--- src/rtl/branch_issue_fsm_if.sv ---
// rtl/branch_issue_fsm_if.sv - instruction-issue / condition-FSM signal bundle
// Purpose: groups the instruction handshake, ALU/branch controls, PC load and
//          counters of branch_issue_fsm.
// Ports (signals):
//   instr_in/instr_valid_in/instr_ready_out   instruction handshake
//   we_reg_out, alu_op_out, dr/sr1/sr2_out, imm_en_out, imm_out   ALU controls
//   br_out, n/z/p_dec_out, pc_ctl_0_in         branch request and decision
//   pc_load_out, pc_offset_out                 PC update
//   illegal_out, retired_cnt_out, taken_cnt_out   status
// Modports: slave = issue FSM, master = instruction source / condition FSM.
interface branch_issue_fsm_if #(
    parameter int CNT_W = 16
);
    logic [15:0]      instr_in;
    logic             instr_valid_in;
    logic             instr_ready_out;
    logic             we_reg_out;
    logic [1:0]       alu_op_out;
    logic [2:0]       dr_out;
    logic [2:0]       sr1_out;
    logic [2:0]       sr2_out;
    logic             imm_en_out;
    logic [15:0]      imm_out;
    logic             br_out;
    logic             n_dec_out;
    logic             z_dec_out;
    logic             p_dec_out;
    logic             pc_ctl_0_in;
    logic             pc_load_out;
    logic [15:0]      pc_offset_out;
    logic             illegal_out;
    logic [CNT_W-1:0] retired_cnt_out;
    logic [CNT_W-1:0] taken_cnt_out;

    modport slave (
        input  instr_in, instr_valid_in, pc_ctl_0_in,
        output instr_ready_out, we_reg_out, alu_op_out, dr_out, sr1_out, sr2_out,
               imm_en_out, imm_out, br_out, n_dec_out, z_dec_out, p_dec_out,
               pc_load_out, pc_offset_out, illegal_out, retired_cnt_out, taken_cnt_out
    );

    modport master (
        output instr_in, instr_valid_in, pc_ctl_0_in,
        input  instr_ready_out, we_reg_out, alu_op_out, dr_out, sr1_out, sr2_out,
               imm_en_out, imm_out, br_out, n_dec_out, z_dec_out, p_dec_out,
               pc_load_out, pc_offset_out, illegal_out, retired_cnt_out, taken_cnt_out
    );
endinterface

--- src/rtl/branch_issue_fsm.sv ---
// rtl/branch_issue_fsm.sv - ADD/AND/NOT/BR issue FSM driving ALU and branch controls
// Purpose: accepts one instruction at a time, decodes it, issues ALU controls or a
//          branch request, then turns the returned decision into a PC-load pulse.
// Ports:
//   clka      system clock, rising edge
//   reset_in  synchronous active-high reset
//   bus       branch_issue_fsm_if.slave (handshake, controls, counters)
module branch_issue_fsm #(
    parameter int CNT_W = 16
) (
    input  logic              clka,
    input  logic              reset_in,
    branch_issue_fsm_if.slave bus
);

    typedef enum logic [1:0] {
        S_IDLE    = 2'd0,
        S_DECODE  = 2'd1,
        S_EXEC    = 2'd2,
        S_RESOLVE = 2'd3
    } state_t;

    localparam logic [3:0] OP_BR  = 4'b0000;
    localparam logic [3:0] OP_ADD = 4'b0001;
    localparam logic [3:0] OP_AND = 4'b0101;
    localparam logic [3:0] OP_NOT = 4'b1001;

    state_t           state_q, state_d;
    logic [15:0]      instr_q, instr_d;
    logic             illegal_q, illegal_d;
    logic             pc_ctl_q, pc_ctl_d;
    logic [2:0]       dr_q, dr_d;
    logic [2:0]       sr1_q, sr1_d;
    logic [2:0]       sr2_q, sr2_d;
    logic             imm_en_q, imm_en_d;
    logic [15:0]      imm_q, imm_d;
    logic [15:0]      pc_offset_q, pc_offset_d;
    logic [CNT_W-1:0] retired_q, retired_d;
    logic [CNT_W-1:0] taken_q, taken_d;

    logic [3:0] opcode;
    logic       is_alu;
    logic       is_br;
    logic       in_exec;

    // Decode always works on the latched word, never on instr_in.
    assign opcode  = instr_q[15:12];
    assign is_alu  = (opcode == OP_ADD) || (opcode == OP_AND) || (opcode == OP_NOT);
    assign is_br   = (opcode == OP_BR);
    assign in_exec = (state_q == S_EXEC);

    always_comb begin
        state_d     = state_q;
        instr_d     = instr_q;
        illegal_d   = illegal_q;
        pc_ctl_d    = pc_ctl_q;
        dr_d        = dr_q;
        sr1_d       = sr1_q;
        sr2_d       = sr2_q;
        imm_en_d    = imm_en_q;
        imm_d       = imm_q;
        pc_offset_d = pc_offset_q;
        retired_d   = retired_q;
        taken_d     = taken_q;

        case (state_q)
            S_IDLE: begin
                if (bus.instr_valid_in) begin
                    instr_d = bus.instr_in;
                    state_d = S_DECODE;
                end
            end
            S_DECODE: begin
                // Field registers load here so they are stable for the whole
                // EXEC/RESOLVE window and hold afterwards.
                if (is_alu) begin
                    dr_d     = instr_q[11:9];
                    sr1_d    = instr_q[8:6];
                    sr2_d    = instr_q[2:0];
                    imm_en_d = (opcode == OP_NOT) ? 1'b0 : instr_q[5];
                    imm_d    = {{11{instr_q[4]}}, instr_q[4:0]};
                    state_d  = S_EXEC;
                end else if (is_br) begin
                    pc_offset_d = {{7{instr_q[8]}}, instr_q[8:0]};
                    state_d     = S_EXEC;
                end else begin
                    illegal_d = 1'b1;
                    state_d   = S_IDLE;
                end
            end
            S_EXEC: begin
                if (is_br) begin
                    // A 000 mask is a NOP branch: the decision is discarded.
                    pc_ctl_d = bus.pc_ctl_0_in & (|instr_q[11:9]);
                    state_d  = S_RESOLVE;
                end else begin
                    retired_d = retired_q + CNT_W'(1);
                    state_d   = S_IDLE;
                end
            end
            S_RESOLVE: begin
                retired_d = retired_q + CNT_W'(1);
                if (pc_ctl_q) begin
                    taken_d = taken_q + CNT_W'(1);
                end
                state_d = S_IDLE;
            end
            default: state_d = S_IDLE;
        endcase
    end

    always_ff @(posedge clka) begin
        if (reset_in) begin
            state_q     <= S_IDLE;
            instr_q     <= '0;
            illegal_q   <= 1'b0;
            pc_ctl_q    <= 1'b0;
            dr_q        <= '0;
            sr1_q       <= '0;
            sr2_q       <= '0;
            imm_en_q    <= 1'b0;
            imm_q       <= '0;
            pc_offset_q <= '0;
            retired_q   <= '0;
            taken_q     <= '0;
        end else begin
            state_q     <= state_d;
            instr_q     <= instr_d;
            illegal_q   <= illegal_d;
            pc_ctl_q    <= pc_ctl_d;
            dr_q        <= dr_d;
            sr1_q       <= sr1_d;
            sr2_q       <= sr2_d;
            imm_en_q    <= imm_en_d;
            imm_q       <= imm_d;
            pc_offset_q <= pc_offset_d;
            retired_q   <= retired_d;
            taken_q     <= taken_d;
        end
    end

    // Ready is masked by reset_in so the source never sees ready while reset is held.
    assign bus.instr_ready_out = (state_q == S_IDLE) && !reset_in;
    assign bus.we_reg_out      = in_exec && is_alu;
    assign bus.alu_op_out      = !(in_exec && is_alu) ? 2'b00 :
                                 (opcode == OP_AND)   ? 2'b01 :
                                 (opcode == OP_NOT)   ? 2'b10 : 2'b00;
    assign bus.br_out          = in_exec && is_br;
    assign bus.n_dec_out       = in_exec && is_br && instr_q[11];
    assign bus.z_dec_out       = in_exec && is_br && instr_q[10];
    assign bus.p_dec_out       = in_exec && is_br && instr_q[9];
    assign bus.pc_load_out     = (state_q == S_RESOLVE) && pc_ctl_q;
    assign bus.dr_out          = dr_q;
    assign bus.sr1_out         = sr1_q;
    assign bus.sr2_out         = sr2_q;
    assign bus.imm_en_out      = imm_en_q;
    assign bus.imm_out         = imm_q;
    assign bus.pc_offset_out   = pc_offset_q;
    assign bus.illegal_out     = illegal_q;
    assign bus.retired_cnt_out = retired_q;
    assign bus.taken_cnt_out   = taken_q;

endmodule

--- src/flat_wrapper.sv ---
// flat-port wrapper written by rule: the top's interface ports become plain ports
module branch_issue_fsm_flat 
#(
    parameter int CNT_W = 16
)
  (clka, reset_in, bus_instr_in, bus_instr_valid_in, bus_pc_ctl_0_in, bus_instr_ready_out, bus_we_reg_out, bus_alu_op_out, bus_dr_out, bus_sr1_out, bus_sr2_out, bus_imm_en_out, bus_imm_out, bus_br_out, bus_n_dec_out, bus_z_dec_out, bus_p_dec_out, bus_pc_load_out, bus_pc_offset_out, bus_illegal_out, bus_retired_cnt_out, bus_taken_cnt_out);
  branch_issue_fsm_if #(.CNT_W(CNT_W)) bus_i ();
  input  logic clka;
  input  logic reset_in;
  input wire logic [$bits(bus_i.instr_in)-1:0] bus_instr_in;
  input wire logic [$bits(bus_i.instr_valid_in)-1:0] bus_instr_valid_in;
  input wire logic [$bits(bus_i.pc_ctl_0_in)-1:0] bus_pc_ctl_0_in;
  output wire logic [$bits(bus_i.instr_ready_out)-1:0] bus_instr_ready_out;
  output wire logic [$bits(bus_i.we_reg_out)-1:0] bus_we_reg_out;
  output wire logic [$bits(bus_i.alu_op_out)-1:0] bus_alu_op_out;
  output wire logic [$bits(bus_i.dr_out)-1:0] bus_dr_out;
  output wire logic [$bits(bus_i.sr1_out)-1:0] bus_sr1_out;
  output wire logic [$bits(bus_i.sr2_out)-1:0] bus_sr2_out;
  output wire logic [$bits(bus_i.imm_en_out)-1:0] bus_imm_en_out;
  output wire logic [$bits(bus_i.imm_out)-1:0] bus_imm_out;
  output wire logic [$bits(bus_i.br_out)-1:0] bus_br_out;
  output wire logic [$bits(bus_i.n_dec_out)-1:0] bus_n_dec_out;
  output wire logic [$bits(bus_i.z_dec_out)-1:0] bus_z_dec_out;
  output wire logic [$bits(bus_i.p_dec_out)-1:0] bus_p_dec_out;
  output wire logic [$bits(bus_i.pc_load_out)-1:0] bus_pc_load_out;
  output wire logic [$bits(bus_i.pc_offset_out)-1:0] bus_pc_offset_out;
  output wire logic [$bits(bus_i.illegal_out)-1:0] bus_illegal_out;
  output wire logic [$bits(bus_i.retired_cnt_out)-1:0] bus_retired_cnt_out;
  output wire logic [$bits(bus_i.taken_cnt_out)-1:0] bus_taken_cnt_out;
  assign bus_i.instr_in = bus_instr_in;
  assign bus_i.instr_valid_in = bus_instr_valid_in;
  assign bus_i.pc_ctl_0_in = bus_pc_ctl_0_in;
  assign bus_instr_ready_out = bus_i.instr_ready_out;
  assign bus_we_reg_out = bus_i.we_reg_out;
  assign bus_alu_op_out = bus_i.alu_op_out;
  assign bus_dr_out = bus_i.dr_out;
  assign bus_sr1_out = bus_i.sr1_out;
  assign bus_sr2_out = bus_i.sr2_out;
  assign bus_imm_en_out = bus_i.imm_en_out;
  assign bus_imm_out = bus_i.imm_out;
  assign bus_br_out = bus_i.br_out;
  assign bus_n_dec_out = bus_i.n_dec_out;
  assign bus_z_dec_out = bus_i.z_dec_out;
  assign bus_p_dec_out = bus_i.p_dec_out;
  assign bus_pc_load_out = bus_i.pc_load_out;
  assign bus_pc_offset_out = bus_i.pc_offset_out;
  assign bus_illegal_out = bus_i.illegal_out;
  assign bus_retired_cnt_out = bus_i.retired_cnt_out;
  assign bus_taken_cnt_out = bus_i.taken_cnt_out;
  branch_issue_fsm #(.CNT_W(CNT_W)) u_core (.clka(clka), .reset_in(reset_in), .bus(bus_i));
endmodule
--- config.mk ---
export PLATFORM = sky130hd
export DESIGN_NAME = branch_issue_fsm_flat
export DESIGN_NICKNAME = d
export VERILOG_FILES = /design/src/rtl/branch_issue_fsm_if.sv /design/src/rtl/branch_issue_fsm.sv /design/src/flat_wrapper.sv
export SDC_FILE = /design/constraint.sdc
export NUM_CORES = 1
export LEC_CHECK = 0
export CAP_MARGIN = 25
export CELL_PAD_IN_SITES_DETAIL_PLACEMENT = 0
export CELL_PAD_IN_SITES_GLOBAL_PLACEMENT = 2
export CORE_UTILIZATION = 26
export DETAILED_ROUTE_END_ITERATION = 6
export HOLD_SLACK_MARGIN = 0.02
export PLACE_DENSITY_LB_ADDON = 0.1
export RECOVER_POWER = 100
export SLEW_MARGIN = 40
export SYNTH_ARGS = -nofsm -noshare
export SYNTH_HDL_FRONTEND = slang
export SYNTH_SLANG_ARGS = --single-unit
export TNS_END_PERCENT = 20
--- constraint.sdc ---
create_clock -name clka -period 1.9 [get_ports clka]
set_input_delay 0.38 -clock clka [delete_from_list [all_inputs] [get_ports clka]]
set_output_delay 0.38 -clock clka [all_outputs]
set_load 0.1 [all_outputs]
==> summary.md <==
| Metric | Value |
|---|---|
| Sequential fraction of design power | `42.4%` |
| Clock net sink count | `73` |
| #FFs+latches synth | `73` |
| Hold_ws | `0.4611 ns` |
| Post-Route WL | `8.894 mm` |
| Largest net degree at the start of global routing | `59` |
| Final core utilization | `38.78%` |
| Pwr/cell area | `805.5 mW/mm²` |
| Critical path class | `reg -> out` |
| GRT Total Usage | `14.61%` |
| Clk root buf | `clkbuf_16` |
| CP Data Arrival Time | `1.76 ns` |
| Slew headroom | `60.16%` |
| DR iter-0 viols | `108` |
| First-pass GRT wire length | `14.20 mm` |
| Initial Util | `26.75%` |
| Half-perimeter wire length after placement | `6.273 mm` |
| Vias | `2831` |
| Met1 wire length | `4.152 mm` |
| IO Pins | `104` |
| Post-synth EDFFs | `0` |
| Placed cells | `600` |
| Failing checks | `setup timing` |
| Asr flop ratio synth | `0%` |
| GRT overflow | `0` |
| Top cells by area, synth | `dfxtp_1 45%, mux2i_1 6.5%, nor2_1 5.7%, nand2_1 5.3%, a21oi_1 5.0%` |
| Pleak | `1.960 nW` |
| Core area | `0.01201 mm²` |
| Initial antenna violation count | `0` |
| Critical Path RT | `1.52 ns` |
| CP Launch Type | `flop` |
| TritonCTS Buffers | `9` |
| Layout Cells excl Fill | `619` |
| Clk pwr share | `45.3%` |
| Final Critical Period | `2.141 ns` |
| Max frequency | `467.1 MHz` |
| WL met3 | `476 µm` |
| Clk buf depth | `2` |
| DRC | `0` |
| Switching pwr | `0.001008 W` |
| DR WL met2 | `4.143 mm` |
| Top_reg_cell synth | `dfxtp_1` |
| Launch point of the worst hold path | `u_core.bus.imm_en_out` |
| Top sig layer | `met4` |
| Peak supply drop | `0.3841 mV` |
| List of most frequent post-synthesis cells | `73 x dfxtp_1, 49 x nor2_1, 45 x nand2_1` |
| Layout fillers | `1240` |
| Logic pwr share | `12.3%` |
| Cells after Synth | `365` |
| Share of layout cells above drive strength 1 | `32.42%` |
| Critical path peak fanout | `4` |
| PortBufs | `103` |
| Internal power | `0.002744 W` |
| Post-route ant nets | `0` |
| CTS clock-pin slew for the worst setup and hold paths | `0.06 ns` |
| Worst reg2reg setup slack | `0.08 ns` |
| Period utilization | `112.7%` |
| DR WL/cell | `14.37 µm` |
| CP endpoint kind | `output pin` |
| Final worst slack | `-0.2411 ns` |
| Global placement routability congestion | `0.7688` |
| FP Rows | `40` |
| Class of the worst hold path | `reg -> reg` |
| # diodes | `0` |
| Run status | `complete, but fails checks` |
| Max-slew violations | `0` |
| Worst-skew pair later-pin latency | `0.33 ns` |
| Die Width | `113.2 µm` |
| RSZ-0062 raised after global routing | `true` |
| Launch point of the worst reg-to-reg path | `u_core.state_q[0]` |
| Vias in the first global route | `2723` |
| Switching share of power | `26.87%` |
| R2r worst-path depth | `4` |
| Distinct cells, synth | `45` |
| Final Hold Vio Count | `0` |
| Synth Warn # | `0` |
| Height of the die | `113.2 µm` |
| Layout area overhead | `44.98%` |
| CTS tree | `yes` |
| Mapped Nets | `387` |
| Crit Reg-Reg Endpoint | `u_core.bus.retired_cnt_out[15]` |
| Crit path launch | `u_core.instr_q[15]` |
| Seq/Total Area, Yosys | `45.48%` |
| Final setup viols | `7` |
| DR pass1 iterations | `4` |
| Vias/cell | `4.574` |
| Nets | `489` |
| Mapped cell area | `0.003213 mm²` |
| Hold Crit Depth | `2` |
| Syn Area/Cell | `8.803 µm²` |
| Die footprint | `0.01281 mm²` |
| CTS H-tree lvls | `3` |
| Yosys top cell by area | `dfxtp_1` |
| Hold Crit Endpoint | `u_core.bus.imm_en_out` |
| Maxcap violations | `0` |
| Synth top area share | `45.48%` |
| Worst clock skew | `0.006123 ns` |
| Slew at the pin with the worst max-slew slack | `0.5976 ns` |
| Hold-fix buffers at CTS | `0` |
| Top-count cell post-synth | `dfxtp_1` |
## per-layer routing
layer	GRT usage, %	up-vias
li1	-	1440
met1	18.39	1311
met2	23.19	71
met3	4.124	9
met4	6.579	0
met5	0	-
## flip-flops by register name, summed over array words and instances (netlist names)
register                    count
u_core.bus.sr1_out              3
u_core.bus.taken_cnt_out       16
u_core.bus.imm_out              5
u_core.bus.pc_offset_out        9
u_core.bus.illegal_out          1
u_core.state_q                  2
u_core.bus.dr_out               3
u_core.instr_q                 16
u_core.bus.retired_cnt_out     16
u_core.pc_ctl_q                 1
u_core.bus.imm_en_out           1
## critical path, stage by stage (launching register included)
cell	delay, ns
dfxtp_1	0.32
or4_4	0.57
nor2_4	0.19
and2_4	0.18
buf_12	0.17
## cell families (layout without fill, tap and decap cells)
family	after synthesis	in the layout	synth area share (%)
DFF	73	73	45.48
buffers and inverters	43	150	8.060
AOI/OAI and AO/OA	54	54	10.24
and+or+nand+nor	152	152	23.36
adders and majority gates	2	2	0.7787
xor gates and xnor gates	19	19	5.179
muxes	22	22	6.892
## cell type report
cell class / instances / area, µm² / share of cell area [%]
inverters: 5 / 20.02 / 0.4298
clock buffers: 10 / 229.0 / 4.915
multi-input cells: 249 / 1534 / 32.93
clock inverters: 6 / 67.56 / 1.450
flip-flops and latches: 73 / 1493 / 32.04
well taps: 147 / 183.9 / 3.948
repair buffers: 129 / 1131 / 24.28
## how the worst max path moves through the flow
stage,cells after the start,slack (ns),to
after floorplan,4,-0.46,bus_n_dec_out
after global placement,4,0.15,bus_z_dec_out
after detailed placement,4,0.12,bus_n_dec_out
after CTS,4,-0.25,bus_n_dec_out
after global routing,4,-0.28,bus_n_dec_out
final,4,-0.24,bus_n_dec_out
## layout by cell type (no fill, tap or decap), types with 2 or more instances in the layout
| cell | instances |
|---|---|
| nand2b_4 | 2 |
| buf_8 | 3 |
| clkdlybuf4s50_1 | 18 |
| o211ai_1 | 3 |
| xnor2_1 | 11 |
| xor2_1 | 8 |
| nand2_1 | 45 |
| and3_1 | 2 |
| nor4_1 | 4 |
| nand4_1 | 6 |
| clkbuf_16 | 9 |
| clkbuf_4 | 4 |
| buf_12 | 18 |
| nand3_1 | 9 |
| or4_1 | 5 |
| clkbuf_1 | 4 |
| dfxtp_4 | 7 |
| o31ai_1 | 5 |
| buf_4 | 23 |
| dfxtp_2 | 4 |
| nor2b_1 | 2 |
| clkinvlp_4 | 2 |
| nor2_1 | 48 |
| inv_1 | 4 |
| buf_6 | 5 |
| o21ai_0 | 7 |
| and2_4 | 3 |
| clkbuf_2 | 54 |
| and2_1 | 3 |
| dfxtp_1 | 62 |
| nor4bb_4 | 2 |
| nor3_1 | 5 |
| a21oi_1 | 32 |
| ha_1 | 2 |
| or3_1 | 4 |
| mux2i_1 | 21 |
| and4_1 | 2 |
## metrics by stage
step	instance area (µm²)	TNS (ns)	setup slack (ns)	power, W
after floorplan	3322	-4.534	-0.4648	0.001947
after global placement	5014	0	0.1470	0.002116
after detailed placement	5014	0	0.1218	0.002121
after CTS	5315	-1.182	-0.2538	0.003861
after global routing	4658	-3.590	-0.2784	0.003945
final	4658	-1.017	-0.2411	0.003752
## power groups by stage
stage | clock, W | combinational [W] | sequential (W)
floorplan | 0 | 0.000265 | 0.00168
global placement | 0 | 0.000486 | 0.00163
detailed placement | 0 | 0.000489 | 0.00163
CTS | 0.00177 | 0.000490 | 0.00160
global route | 0.00185 | 0.000496 | 0.00160
finish | 0.00170 | 0.000461 | 0.00159
## what timing repair did
action                     in CTS  in global routing
setup buffers                   0                  3
gates cloned                    0                  0
pin swaps                       0                  2
setup endpoints to repair       8                  9
gates resized for setup         1                  5
Power figures use the tool's default switching activity.
